===== src/rtl/cpu_memory_pkg.sv =====
// cpu_memory_pkg: pipeline control bit layout and memory-stage state encoding
package cpu_memory_pkg;
   localparam int PCB_WIDTH = 3;
   localparam int PCB_WR    = 0;
   localparam int PCB_RM    = 1;
   localparam int PCB_WM    = 2;
   typedef enum logic {IDLE = 1'b0, WAIT = 1'b1} state_t;
endpackage


===== src/rtl/cpu_memory.sv =====
// cpu_memory: Moxie memory stage, one Wishbone-classic transaction per memory op
// Optional feature: define MOXIE_DMEM_ALIGN_CHECK_EN to trap misaligned accesses.
module cpu_memory
   import cpu_memory_pkg::*;
(
   input  logic                 clk_i,
   input  logic                 rst_i,
   input  logic [PCB_WIDTH-1:0] pipeline_control_bits_i,
   input  logic [3:0]           register_write_index_i,
   input  logic [31:0]          reg_result_i,
   input  logic [31:0]          memory_address_i,
   input  logic [31:0]          mem_result_i,
   input  logic [31:0]          PC_i,
   output logic                 stall_o,
   output logic                 register_we_o,
   output logic [3:0]           register_write_index_o,
   output logic [31:0]          reg_result_o,
   output logic [31:0]          PC_o,
   output logic                 misalign_o,
   output logic [31:0]          dwb_adr_o,
   output logic [31:0]          dwb_dat_o,
   output logic [3:0]           dwb_sel_o,
   output logic                 dwb_we_o,
   output logic                 dwb_cyc_o,
   output logic                 dwb_stb_o,
   input  logic [31:0]          dwb_dat_i,
   input  logic                 dwb_ack_i
);
   state_t      state, state_nxt;
   logic        wr_lat;
   logic        is_wm, mem_op, misaligned, accept;
   logic [31:0] adr_nxt;
   assign is_wm  = pipeline_control_bits_i[PCB_WM];
   assign mem_op = pipeline_control_bits_i[PCB_RM] | is_wm;
   assign accept = (state == IDLE) && mem_op && !misaligned;
`ifdef MOXIE_DMEM_ALIGN_CHECK_EN
   logic misalign_q;
   assign misaligned = mem_op && (memory_address_i[1:0] != 2'b00);
   assign adr_nxt    = memory_address_i;
   assign misalign_o = misalign_q;
   // one-cycle pulse for a memory op refused because of its address
   always_ff @(posedge clk_i or negedge rst_i)
      if (!rst_i) misalign_q <= 1'b0;
      else        misalign_q <= (state == IDLE) && misaligned;
`else
   assign misaligned = 1'b0;
   assign adr_nxt    = memory_address_i & ~32'h3;
   assign misalign_o = 1'b0;
`endif
   // state register
   always_ff @(posedge clk_i or negedge rst_i)
      if (!rst_i) state <= IDLE;
      else        state <= state_nxt;
   // next state: leave IDLE on an accepted memory op, return on ack
   always_comb
      state_nxt = (state == IDLE) ? (accept ? WAIT : IDLE) : (dwb_ack_i ? IDLE : WAIT);
   // registered outputs: writeback, bus master signals, stall
   always_ff @(posedge clk_i or negedge rst_i)
      if (!rst_i) begin
         stall_o                <= 1'b0;
         register_we_o          <= 1'b0;
         register_write_index_o <= 4'h0;
         reg_result_o           <= 32'h0;
         PC_o                   <= 32'h0;
         wr_lat                 <= 1'b0;
         dwb_adr_o              <= 32'h0;
         dwb_dat_o              <= 32'h0;
         dwb_sel_o              <= 4'h0;
         dwb_we_o               <= 1'b0;
         dwb_cyc_o              <= 1'b0;
         dwb_stb_o              <= 1'b0;
      end else if (state == IDLE) begin
         register_we_o <= !mem_op && pipeline_control_bits_i[PCB_WR];
         if (!mem_op || accept) begin
            register_write_index_o <= register_write_index_i;
            reg_result_o           <= reg_result_i;
            PC_o                   <= PC_i;
         end
         if (accept) begin
            wr_lat    <= pipeline_control_bits_i[PCB_WR];
            dwb_adr_o <= adr_nxt;
            dwb_dat_o <= is_wm ? mem_result_i : 32'h0;
            dwb_sel_o <= 4'hF;
            dwb_we_o  <= is_wm;
            dwb_cyc_o <= 1'b1;
            dwb_stb_o <= 1'b1;
            stall_o   <= 1'b1;
         end
      end else begin
         register_we_o <= 1'b0;
         if (dwb_ack_i) begin
            dwb_cyc_o     <= 1'b0;
            dwb_stb_o     <= 1'b0;
            dwb_we_o      <= 1'b0;
            stall_o       <= 1'b0;
            register_we_o <= dwb_we_o ? wr_lat : 1'b1;
            if (!dwb_we_o) reg_result_o <= dwb_dat_i;
         end
      end
endmodule


===== config.mk =====
export PLATFORM = sky130hd
export DESIGN_NAME = cpu_memory
export DESIGN_NICKNAME = d
export VERILOG_FILES = /design/src/rtl/cpu_memory_pkg.sv /design/src/rtl/cpu_memory.sv
export SDC_FILE = /design/constraint.sdc
export NUM_CORES = 1
export LEC_CHECK = 0
export BUFFER_PORTS_ARGS = -buffer_cell sky130_fd_sc_hd__buf_2
export CORE_AREA = 2 2 120 122
export CTS_BUF_LIST = sky130_fd_sc_hd__clkbuf_4
export DETAILED_ROUTE_END_ITERATION = 8
export DIE_AREA = 0 0 122 124
export PLACE_DENSITY = 0.74
export SETUP_SLACK_MARGIN = 0.4
export SLEW_MARGIN = 40
export SYNTH_ARGS = -nofsm -noshare
export SYNTH_HDL_FRONTEND = slang
export SYNTH_SLANG_ARGS = --single-unit
export TNS_END_PERCENT = 20

===== constraint.sdc =====
create_clock -name clk_i -period 4.6 [get_ports clk_i]
set_clock_uncertainty 0.05 [all_clocks]
set_input_delay 0.46 -clock clk_i [delete_from_list [all_inputs] [get_ports clk_i]]
set_output_delay 0.46 -clock clk_i [all_outputs]
set_load 0.005 [all_outputs]

# [After elaboration in Yosys (flattened, before gate mapping)]
# Cells that the tools add are included.
[word_totals] reg_bits=136 elab_cells=41
[op_classes] eq_ne=2 muxes=16 bitwise_logic=2 reduce_logical=10
[ops] operator="$mux 32" count=5
[ops] operator="$mux 1" count=11
[ops] operator="$reduce_and 2->1" count=3
[ops] operator="$ne 2x2->1 const B" count=2
[ops] operator="$reduce_bool 2->1" count=2
[ops] operator="$reduce_and 3->1" count=1
[ops] operator="$logic_and 1x1->1" count=2
[ops] operator="$logic_not 1->1" count=1
[ops] operator="$logic_or 1x1->1" count=1
[ops] operator="$not 1->1" count=1
[ops] operator="$or 1x1->1" count=1

# [Logic depth before layout (Yosys ltp)]
[logic_depth] depth_word=5 mapped_depth=5

# [Least setup slack after synthesis]
# No wires, ideal clock.
[synth_path] kind="input to register" start="input pipeline_control_bits_i[2]" end="register dwb_adr_o[10]" setup_ps=125 arrival_ps=1268 required_ps=4425 slack_ps=3157 stages=5 n_path_buf=2 cell_sequence="nor2_1 > or2_1 > buf_6 > buf_6 > mux2_4"
[synth_via] elab_chain_cells=3
[synth_lines] item="start: declaration" line_no="cpu_memory.sv:8" rtl="input logic [PCB_WIDTH-1:0] pipeline_control_bits_i,"
[synth_lines] item="$or 1x1->1" line_no="cpu_memory.sv:34" rtl="assign mem_op = pipeline_control_bits_i[PCB_RM] | is_wm;"
[synth_lines] item="$logic_and 1x1->1" line_no="cpu_memory.sv:35" rtl="assign accept = (state == IDLE) && mem_op && !misaligned;"
[synth_lines] item="$reduce_and 2->1 (no line)"
[synth_lines] item="end signal: assignment" line_no="cpu_memory.sv:81" rtl="dwb_adr_o <= adr_nxt;"
[synth_lines] item="end: declaration" line_no="cpu_memory.sv:20" rtl="output logic [31:0] dwb_adr_o,"
# No other way between the ends.
# A chain may end at the register's enable or synchronous reset.

# [Worst setup path after layout]
[layout_path] start="register state" end="register dwb_adr_o[20]"
[layout_via] elab_chain_cells=3
[layout_lines] item="start: declaration" line_no="cpu_memory.sv:29" rtl="state_t state, state_nxt;"
[layout_lines] item="start signal: assignment" line_no="cpu_memory.sv:53" rtl="else state <= state_nxt;"
[layout_lines] item="$not 1->1 (no line) *"
[layout_lines] item="$logic_and 1x1->1" line_no="cpu_memory.sv:35"
[layout_lines] item="$reduce_and 2->1 (no line) *"
# Mark *: on every way between the ends. The rest lies on a longest branch, timed or not.

==> impl_metrics.yaml <==
outcome:
  status: "finished clean"
power_and_ir_drop:
  total_power_w: 0.00321
  p_per_area_nw_per_um2: 425
  p_leak_nw: 3.88
  ir_drop_mv: 0.294
routing:
  first_iter_violations: 95
  avgViaCountPerCell: 4.73
  met1_length_mm: 4.88
  drt_first_pass_iters: 4
  postRouteAntennaNets: 0
  dr.max_layer_used: "met4"
  routed-wl-met3_mm: 1.09
  wl_per_cell_um: 15.6
  drc_errors: 0
  dr_wl_met2_mm: 7.08
  vias: 4015
  wl_mm: 13.2
setup_path:
  arrival_ns: 2.23
  reg2reg_slack_ns: 2.73
  rr_endpoint: "dwb_adr_o[20]"
  critPathLaunch: "state"
  worst_setup_path_start_kind: "register"
  worstSetupPathType: "register to register"
  end_kind: "register"
  r2r_start: "state"
  worstPathMaxFanout: 29
  ff2ff_path_depth: 3
  worstSetupEndpoint: "dwb_adr_o[20]"
  worstPathRequired_ns: 4.96
logic_synthesis:
  syn-instance-count: 349
  ys.flop_type: "dfrtp_1"
  synth_top_family_by_area: "multiplexers"
  synthTopCellsByArea: "dfrtp_1, mux2_2, mux2_4"
  synth_fa_ha_area_share_pct: 0
  synthXorXnorAreaFrac_pct: 0
  synthArstFlopShare_pct: 100
  synth_top_cell_area_share_pct: 61.1
  ys_ff_latch: 136
  yosysSeqAreaShare_pct: 61.1
  netlist_area_um2: 5570
  synth_mux_area_share_pct: 28.3
  synth-simple-area-share_pct: 0.786
  synth_edf_count: 0
  synth_top_area_cell: "dfrtp_1"
  ys_types: 22
  avgSynthCellArea_um2: 16.0
  synth-compound-area-share_pct: 5.80
  yosys_warnings: 0
place:
  dpl.hpwl_mm: 9.80
  gp_congestion: 0.756
  placed_cells: 813
  placed_cell_area_um2: 7180
  port_buffers: 306
final_layout:
  final_cells: 848
  fin_nets: 824
  final_common_cell: "buf_2"
  multi_input_area_um2: 1960
  register_area_um2: 3400
  fin_area_um2: 7540
  mostFrequentLayoutCells: "buf_2, dfrtp_1, mux2_2"
  drive_gt1_share_pct: 71.1
  area_growth_syn_to_layout_pct: 35.5
  fillCellCount: 1172
  utilization_pct: 55.0
sta:
  period_needed_ns: 1.87
  fin_crit_sh_pct: 40.7
  setup_tns_ns: 0
  max_freq_mhz: 534
  drv_slew: 0
  tightestPinTransition_ns: 0.672
  setup_violations: 0
  rsz0062_at_grt: "false"
  finalHoldViolations: 0
  slew_headroom_pct: 55.2
floorplanning:
  io_pins: 312
  die_h_um: 124
  core_um2: 13700
  start_util_pct: 40.6
  die_area_um2: 15100
  chipWidth_um: 122
  rows: 43
run:
  maxCapViolations: 0
clock_tree:
  htreeDepth: 4
  root_buffer: "clkbuf_4"
  cts.clk_slew.worst_paths_ns: 0.12
  numClockSinks: 136
  clock_latency_ns: 0.52
  clockBufferDepth: 2
  cts_tree: "built"
  cts-buffers-inserted: 17
global_routing:
  antenna_found_initial: 1
  grt_pass1_vias: 4088
  grt_util_all_layers_pct: 17.3
  grt_pass1_wl_mm: 19.9
  grt_overflow_total: 0
  grt_max_degree: 103
hold_path:
  holdPathStages: 2
  min_path_type: "input port to register"
-- state kept, by name (all words and copies together) (netlist names) --
register	count
register_we_o	1
dwb_sel_o	1
dwb_dat_o	32
register_write_index_o	4
wr_lat	1
reg_result_o	32
dwb_we_o	1
dwb_stb_o	1
state	1
dwb_adr_o	30
PC_o	32
-- how the worst min path moves through the flow --
stage / startpoint / endpoint
3_5_place_dp: dwb_dat_o[1] / dwb_dat_o[1]
2_1_floorplan: rst_i / PC_o[0]
3_3_place_gp: PC_o[28] / PC_o[28]
6_report: mem_result_i[24] / dwb_dat_o[24]
5_1_grt: mem_result_i[19] / dwb_dat_o[19]
4_1_cts: mem_result_i[13] / dwb_dat_o[13]
-- Yosys cell counts, types with 2 or more instances --
| cell | number |
|---|---|
| buf_6 | 5 |
| nand2_1 | 3 |
| clkbuf_1 | 3 |
| nor3_1 | 2 |
| buf_2 | 10 |
| mux2_1 | 3 |
| dfrtp_1 | 136 |
| mux2_2 | 101 |
| buf_4 | 12 |
| a22o_1 | 32 |
| inv_1 | 3 |
| mux2_4 | 27 |
| a21oi_1 | 3 |
-- through the flow --
stage	worst slack, ns	hold slack (ns)
2_1_floorplan	3.16	0.114
3_3_place_gp	2.40	0.432
3_5_place_dp	2.35	0.437
4_1_cts	2.60	0.0223
5_1_grt	2.66	0.0178
6_report	2.73	0.0917
-- power by group --
| part | internal (W) | switching [W] | leakage, nW | total (W) |
|---|---|---|---|---|
| registers | 0.00143 | 0.000126 | 1.62 | 0.00156 |
| logic | 0.000476 | 0.000314 | 2.10 | 0.000790 |
| clock network | 0.000431 | 0.000429 | 0.161 | 0.000860 |
| total | 0.00234 | 0.000870 | 3.88 | 0.00321 |
-- area by class of cell --
cell class / count / area share (%)
Sequential cell: 136 / 45.1
Tap cell: 180 / 2.99
Clock inverter: 14 / 2.40
Antenna cell: 1 / 0.0332
Clock buffer: 18 / 1.79
Timing Repair Buffer: 314 / 21.6
Multi-Input combinational cell: 182 / 25.9
Inverter: 3 / 0.149
-- per-layer routing --
layer  track usage (%)  vias to the layer above
met5                 0                        -
met4              6.47                        0
met3              5.91                       15
met2              31.2                      184
met1              18.7                     1960
li1                  -                     1856
-- critical path, cell delays in order, from the launching register on --
cell     delay (ns)
dfrtp_2        0.38
or2_2          0.47
buf_4          0.49
mux2_4         0.34
-- repair_timing --
action / in CTS / in global routing
endpoints found under the setup margin: 0 / 0
setup buffers: 0 / 0
gates resized for setup: 0 / 0
hold endpoints to repair: 101 / 0
hold buffers: 1 / 0
-- logic make-up after synthesis --
family,after synthesis
other,1
multiplexers,131
AO/OA/AOI/OAI,39
flip-flops,136
buffers and inverters,33
AND/OR/NAND/NOR,9
Note: power is estimated with default switching activity, not from simulation.
